### config.mk
export PLATFORM = sky130hd
export DESIGN_NAME = apb_cmd_master
export DESIGN_NICKNAME = d
export VERILOG_FILES = /design/src/rtl/apb_master_pkg.sv /design/src/rtl/apb_timeout_cnt.sv /design/src/rtl/apb_cmd_master.sv
export SDC_FILE = /design/constraint.sdc
export NUM_CORES = 1
export LEC_CHECK = 0
export BUFFER_PORTS_ARGS = -buffer_cell sky130_fd_sc_hd__buf_2
export CAP_MARGIN = 20
export CORE_MARGIN = 2
export CORE_UTILIZATION = 50
export CTS_CLUSTER_SIZE = 20
export DETAILED_ROUTE_END_ITERATION = 12
export GPL_ROUTABILITY_DRIVEN = 0
export PLACE_DENSITY = 0.86
export SETUP_SLACK_MARGIN = 0.02
export SYNTH_ARGS = -nofsm -noshare
export SYNTH_HDL_FRONTEND = slang
export SYNTH_SLANG_ARGS = --single-unit
### constraint.sdc
create_clock -name p_clk -period 3.9 [get_ports p_clk]
set_input_delay 0.78 -clock p_clk [delete_from_list [all_inputs] [get_ports p_clk]]
set_output_delay 0.78 -clock p_clk [all_outputs]
set_load 0.01 [all_outputs]
### src/rtl/apb_master_pkg.sv
// Shared types and helpers for the APB command master: FSM encoding,
// timeout counter sizing and the response status flags.
package apb_master_pkg;

    typedef enum logic [1:0] {
        ST_IDLE   = 2'b00,
        ST_SETUP  = 2'b01,
        ST_ACCESS = 2'b10,
        ST_RESP   = 2'b11
    } apb_state_e;

    typedef struct packed {
        logic err;
        logic timeout;
    } apb_rsp_t;

    // Wide enough to hold TIMEOUT_CYCLES itself; never narrower than one bit.
    function automatic int unsigned cnt_width(input int unsigned timeout_cycles);
        int unsigned w;
        w = $clog2(timeout_cycles + 1);
        return (w == 0) ? 1 : w;
    endfunction

endpackage

### src/rtl/apb_timeout_cnt.sv
// ACCESS-phase wait counter; terminal flags the last wait cycle allowed
// before the transfer is abandoned. TIMEOUT_CYCLES of 0 never terminates.
module apb_timeout_cnt
    import apb_master_pkg::*;
#(
    parameter int unsigned TIMEOUT_CYCLES = 256
) (
    input  logic p_clk,
    input  logic p_rst_n,
    input  logic clr,
    input  logic en,
    output logic terminal
);

    localparam int unsigned CNT_W = cnt_width(TIMEOUT_CYCLES);
    localparam int unsigned LAST  = (TIMEOUT_CYCLES == 0) ? 0 : TIMEOUT_CYCLES - 1;

    logic [CNT_W-1:0] cnt_q;

    always_ff @(posedge p_clk or negedge p_rst_n) begin
        if (!p_rst_n) begin
            cnt_q <= '0;
        end else if (clr) begin
            cnt_q <= '0;
        end else if (en) begin
            cnt_q <= cnt_q + CNT_W'(1);
        end
    end

    assign terminal = (TIMEOUT_CYCLES != 0) && (cnt_q == CNT_W'(LAST));

endmodule

### src/rtl/apb_cmd_master.sv
// Single-outstanding APB master: accepts a command, runs one SETUP/ACCESS
// transfer with optional wait timeout, and holds the response until taken.
module apb_cmd_master
    import apb_master_pkg::*;
#(
    parameter int unsigned APB_ADDR_WIDTH = 32,
    parameter int unsigned APB_DATA_WIDTH = 32,
    parameter int unsigned TIMEOUT_CYCLES = 256,
    parameter int unsigned STRB_WIDTH     = APB_DATA_WIDTH / 8
) (
    input  logic                      p_clk,
    input  logic                      p_rst_n,

    input  logic                      cmd_valid,
    output logic                      cmd_ready,
    input  logic                      cmd_write,
    input  logic [APB_ADDR_WIDTH-1:0] cmd_addr,
    input  logic [APB_DATA_WIDTH-1:0] cmd_wdata,
    input  logic [STRB_WIDTH-1:0]     cmd_strb,

    output logic                      rsp_valid,
    input  logic                      rsp_ready,
    output logic [APB_DATA_WIDTH-1:0] rsp_rdata,
    output logic                      rsp_err,
    output logic                      rsp_timeout,

    output logic [APB_ADDR_WIDTH-1:0] paddr,
    output logic [2:0]                pprot,
    output logic                      psel,
    output logic                      penable,
    output logic                      pwrite,
    output logic [APB_DATA_WIDTH-1:0] pwdata,
    output logic [STRB_WIDTH-1:0]     pstrb,
    input  logic                      pready,
    input  logic [APB_DATA_WIDTH-1:0] prdata,
    input  logic                      pslverr
);

    apb_state_e                state_q, state_d;
    logic [APB_ADDR_WIDTH-1:0] paddr_q;
    logic                      pwrite_q;
    logic [APB_DATA_WIDTH-1:0] pwdata_q;
    logic [STRB_WIDTH-1:0]     pstrb_q;
    logic [APB_DATA_WIDTH-1:0] rsp_rdata_q;
    apb_rsp_t                  rsp_q;
    logic                      tmo_terminal;
    logic                      in_access;

    assign in_access = (state_q == ST_ACCESS);

    apb_timeout_cnt #(
        .TIMEOUT_CYCLES (TIMEOUT_CYCLES)
    ) u_timeout_cnt (
        .p_clk    (p_clk),
        .p_rst_n  (p_rst_n),
        .clr      (state_q == ST_SETUP),
        .en       (in_access && !pready),
        .terminal (tmo_terminal)
    );

    always_comb begin
        state_d = state_q;
        case (state_q)
            ST_IDLE:   if (cmd_valid) state_d = ST_SETUP;
            ST_SETUP:  state_d = ST_ACCESS;
            ST_ACCESS: if (pready || tmo_terminal) state_d = ST_RESP;
            ST_RESP:   if (rsp_ready) state_d = ST_IDLE;
            default:   state_d = ST_IDLE;
        endcase
    end

    always_ff @(posedge p_clk or negedge p_rst_n) begin
        if (!p_rst_n) begin
            state_q <= ST_IDLE;
        end else begin
            state_q <= state_d;
        end
    end

    // Request fields are frozen at acceptance so they stay constant through ACCESS.
    always_ff @(posedge p_clk or negedge p_rst_n) begin
        if (!p_rst_n) begin
            paddr_q     <= '0;
            pwrite_q    <= 1'b0;
            pwdata_q    <= '0;
            pstrb_q     <= '0;
            rsp_rdata_q <= '0;
            rsp_q       <= '0;
        end else begin
            if (state_q == ST_IDLE && cmd_valid) begin
                paddr_q  <= cmd_addr & ~APB_ADDR_WIDTH'(3);
                pwrite_q <= cmd_write;
                pwdata_q <= cmd_wdata;
                pstrb_q  <= cmd_write ? cmd_strb : '0;
            end
            // A ready completer on the last allowed wait cycle beats the timeout.
            if (in_access) begin
                if (pready) begin
                    rsp_rdata_q <= pwrite_q ? '0 : prdata;
                    rsp_q       <= '{err: pslverr, timeout: 1'b0};
                end else if (tmo_terminal) begin
                    rsp_rdata_q <= '0;
                    rsp_q       <= '{err: 1'b1, timeout: 1'b1};
                end
            end
        end
    end

    assign cmd_ready   = (state_q == ST_IDLE);
    assign rsp_valid   = (state_q == ST_RESP);
    assign rsp_rdata   = rsp_rdata_q;
    assign rsp_err     = rsp_q.err;
    assign rsp_timeout = rsp_q.timeout;

    assign psel        = (state_q == ST_SETUP) || in_access;
    assign penable     = in_access;
    assign paddr       = paddr_q;
    assign pprot       = 3'b000;
    assign pwrite      = pwrite_q;
    assign pwdata      = pwdata_q;
    assign pstrb       = pstrb_q;

endmodule

* Word level (Yosys, flattened, before mapping) *
Cells that the tools add are included.
W data, S select, Z words.

word-level totals
  register bits after elaboration = 112
  word-level logic and storage cells = 39

cells by class
  reductions and logical operators = 10
  $add $sub $neg = 1
  eq/ne operators = 7
  mux-type cells = 12

operator list
  kind                   count
  $mux W32               3
  $mux W9                2
  $mux W2                5
  $add A9 B1 Y9 const B  1
  $eq A9 B8 Y1 const B   1
  $pmux W2 S4            1
  $eq A2 B2 Y1 const B   2
  $mux W4                1
  $ne A2 B1 Y1 const B   2
  $reduce_bool A2 Y1     2
  $reduce_and A3 Y1      1
  $eq A2 B1 Y1 const B   1
  $logic_and A1 B1 Y1    2
  $logic_not A2 Y1       1
  $logic_or A1 B1 Y1     2
  $ne A2 B2 Y1 const B   1
  $reduce_and A2 Y1      1
  $logic_not A1 Y1       1

* Depth between registers and ports, before layout *
  word-level depth = 4
  gate-level depth with buffers = 9

* Hierarchy *
Synthesis repeated with hierarchy kept, for this count alone.

second synthesis, totals
  cell total of the unflattened synthesis = 363
  area, all modules = 4,523.1 um2

modules (own cells, without submodules)
  module           area each (um2)  instances  cells an instance  sequential area each (um2)
  apb_cmd_master   4,078.9          1          319                2,577.5
  apb_timeout_cnt  444.2            1          44                 225.2

* Worst setup path before layout *
No wires, ideal clock.

  path type = register to register
  start = reg state_q[0]
  end = reg state_q[1]
  data required time = 3,772 ps
  buffers on the path = 1
  data arrival time = 1,603 ps
  cell stages (with the launch flop) = 7
  clock period less this slack = 1,730 ps
  path slack = 2,170 ps
  library setup time = 128 ps
  path through = dfrtp_1 -> inv_1 -> ha_1 -> buf_6 -> nor2b_4 -> a222oi_1 -> mux2_1

between the ends
  longest elaborated chain between the ends = 3
  elaborated cells between the ends (all ways) = 9

ends and longest elaborated chain
  item                                RTL line              source
  from (decl)                         apb_cmd_master.sv:39  apb_state_e state_q, state_d;
  from (signal assigned)              apb_cmd_master.sv:76  state_q <= state_d;
  $eq A2 B2 Y1 (*)                    -
  net penable                         apb_cmd_master.sv:30  output logic penable,
  $ne A2 B1 Y1 (no source line)       -
  $reduce_and A3 Y1 (no source line)  -

Mark *: on every way through the listed nets, which the timed path passes. The rest lies on a longest branch.
A chain may end at the register's enable or synchronous reset.

* Worst setup path in the final report *
  start = reg state_q[0]
  end = out penable

between the ends
  longest elaborated chain between the ends = 1

ends and longest elaborated chain
  item          RTL line              source
  $eq A2 B2 Y1  apb_cmd_master.sv:49  assign in_access = (state_q == ST_ACCESS);
  to (decl)     apb_cmd_master.sv:30

Every way passes these cells.

==> run_results.csv <==
group,metric,value,unit
cells_and_area,fin_nets,688,
timing,clock_skew,0.0180,ns
cells_and_area,final_util,0.667,
critical_path,cp_top_family,"adder cells",
worst_hold_path,min_to,"rsp_rdata[26]",
cts,cts.sink_count,112,
logic_synthesis,async_flop_share,1.00,
grt,track_usage,0.206,
timing,fin_hold_ws,0.490,ns
detailed_routing,drt-met1-wl,4020,um
timing,setup_slack,1.55,ns
logic_synthesis,synth_seq_cells,112,
grt,grt_pass1_vias,3439,
critical_path,r2r_slack,1.60,ns
critical_path,crit_path_start_kind,"flip-flop",
cts,clock_path_buffers,2,
die,fp.dieH,99.1,um
detailed_routing,met3_length,522,um
die,rows,34,
cts,cts.clk_slew.worst_paths,0.11,ns
grt,grt-ovfl-total,0,
critical_path,rr_endpoint,"rsp_rdata[0]",
detailed_routing,routedWlPerCell,14.9,um
detailed_routing,firstDrtPassIters,6,
timing,hold_viol_final,0,
placed_design,port_buffers,209,
power_and_ir_drop,p_per_area,761,nW/um2
grt,grt_pass1_wl,16100,um
power_and_ir_drop,p_leak,3.02,nW
critical_path,path_max_fanout,9,
timing,fmax,0.426,GHz
critical_path,path_cells,"inv_1 > ha_1 > buf_2",
outcome,status,"completed",
cts,cts_root_buffer,"clkbuf_8",
worst_hold_path,hold_depth,2,
logic_synthesis,ys.flop_type,"dfrtp_1",
cells_and_area,drive_gt1_frac,0.406,
logic_synthesis,yosys_warnings,0,
critical_path,critPathBufInv,2,
logic_synthesis,ys_seq_area_frac,0.620,
detailed_routing,vias,3408,
critical_path,cp.required,3.12,ns
timing,worst_pin_slew,0.945,ns
critical_path,r2r_cells,8,
detailed_routing,dr_wl_met2,5460,um
cells_and_area,area_delta_synth_final,29.2,%
critical_path,end_kind,"primary output",
timing,fin_crit_sh,0.602,
critical_path,rr_startpoint,"u_timeout_cnt.cnt_q[1]",
critical_path,slowest_stage,"ha_1",
grt,antenna_found_initial,0,
placed_design,dp_worst_setup_slack,1.50,ns
detailed_routing,wirelength,10200,um
logic_synthesis,synthTopCellsByArea,"dfrtp_1 (62%), mux2_1 (16%), nand2_1 (6.2%), o21ai_1 (4.2%), ha_1 (1.9%)",
logic_synthesis,synth_top_area_frac,0.620,
cts,cts_max_level,3,
placed_design,placed_area,5630,um2
timing,rsz0062_at_grt,"false",
cts,cts_buffers,9,
detailed_routing,routed_via_density,4.96,
timing,final.setup.tns,0,ns
die,die_w,99.1,um
cts,cts_tree,"done",
die,die_area,9820,um2
run,maxCapViolCount,0,
cts,cts-resized-gates,0,
detailed_routing,top_layer,"met4",
grt,grt_max_degree,80,
die,start_util,0.516,
placed_design,hpwl,7870,um
critical_path,cpPeakStageDelay,0.44,ns
cells_and_area,fillCellCount,674,
worst_hold_path,hp-class,"flip-flop to flip-flop",
critical_path,cp.arrival,1.57,ns
timing,period_needed,2.35,ns
die,ios,217,
detailed_routing,drtIter0Drc,67,
detailed_routing,drtAntennaViolNets,0,
cts,post-cts-setup-buffers,0,
logic_synthesis,synth_area_per_cell,12.3,um2
cts,cts_hold_buf,0,
cells_and_area,antenna_cells,0,
detailed_routing,drc,0,
timing,slew_viol_final,0,
critical_path,crit_type,"flip-flop to primary output",
timing,slew_headroom,0.370,
cells_and_area,design_area,5840,um2
logic_synthesis,synth_edf_count,0,
worst_hold_path,hp-start,"rsp_rdata[26]",
logic_synthesis,synthCells,369,
die,core,8760,um2
logic_synthesis,synth_area,4520,um2
cts,clk_latency,0.37,ns
power_and_ir_drop,vdd_drop_max,0.000498,V
timing,finalSetupViolCount,0,
logic_synthesis,synth_cell_type_count,32,
logic_synthesis,yosysTopAreaCell,"dfrtp_1",
-- layout by cell type (no fill, tap or decap), types with 2 or more instances in the layout --
cell and count:
dfrtp_1 112, clkbuf_8 11, ha_1 7, conb_1 5, buf_4 6, o31ai_1 2
o21ai_1 37, or3_1 3, mux2_1 64, nand2_1 74, a21oi_1 7, clkinv_4 3
nor2_1 6, o21ai_0 3, or4_1 2, inv_1 8, nand3_1 2, buf_2 208
-- layer usage --
layer	GRT usage	vias to the layer above
met1	0.243	1639
li1	-	1634
met5	0	-
met4	0.0790	0
met2	0.371	115
met3	0.0422	20
-- layout make-up --
cell class	count	area (um2)	area share
clock buffers	12	155	0.0266
clock inverters	4	37.5	0.00643
inverters	8	30.0	0.00514
multi-input cells	228	1580	0.271
flip-flops and latches	112	2800	0.480
well taps	108	135	0.0231
repair buffers	215	1100	0.188
-- sequential cells by signal (all words and copies together) (netlist names) --
name	count
state_q	2
u_timeout_cnt.cnt_q	9
rsp_timeout	1
rsp_rdata	32
rsp_err	1
paddr	30
pwdata	32
pstrb	4
pwrite	1
-- report_power, final --
group	switching [mW]	internal, mW	total (mW)	leakage (nW)
registers	0.280	1.70	1.98	1.40
clock network	0.390	0.276	0.667	0.0987
logic	0.987	0.808	1.80	1.52
total	1.66	2.79	4.44	3.02
-- cells by family after synthesis --
| kind of cell | synth area share |
|---|---|
| buffers and inverters | 0.0376 |
| XOR/XNOR | 0.00387 |
| AO/OA/AOI/OAI | 0.0639 |
| flip-flops | 0.620 |
| adder cells (fa/ha/maj) | 0.0194 |
| multiplexers | 0.162 |
| other | 0.000829 |
| AND/OR/NAND/NOR | 0.0930 |
-- synthesized netlist by cell type (all sizes together) (2+ instances only) --
cell type and instances:
o21ai 41, or3 3, nand3 2, inv 8, buf 23, nand2 75
dfrtp 112, a21oi 7, nand4b 2, nor2 6, o31ai 2, mux2 64
nor2b 3, ha 7, or4 2, clkbuf 2
-- worst max path at each step --
stage / startpoint / to / slack [ns] / cells past startpoint
floorplan: state_q[0] / state_q[1] / 2.17 / 6
global placement: pready / rsp_rdata[9] / 1.57 / 4
detailed placement: pready / rsp_rdata[6] / 1.50 / 4
CTS: state_q[0] / penable / 1.52 / 3
global route: u_timeout_cnt.cnt_q[0] / rsp_rdata[30] / 1.36 / 8
finish: state_q[0] / penable / 1.55 / 3
-- stage by stage --
| stage | power (mW) | std cells |
|---|---|---|
| after floorplan | 3.01 | 373 |
| after global placement | 3.72 | 670 |
| after detailed placement | 3.83 | 670 |
| after CTS | 4.49 | 686 |
| after global routing | 4.76 | 687 |
| final | 4.44 | 687 |
-- worst min-delay path, delay by kind of cell (launching register included) --
family	cells	cell delay, ns
AO/OA/AOI/OAI	1	0.06
flip-flops	1	0.36
AND/OR/NAND/NOR	1	0.05
Power figures use the tool's default switching activity.
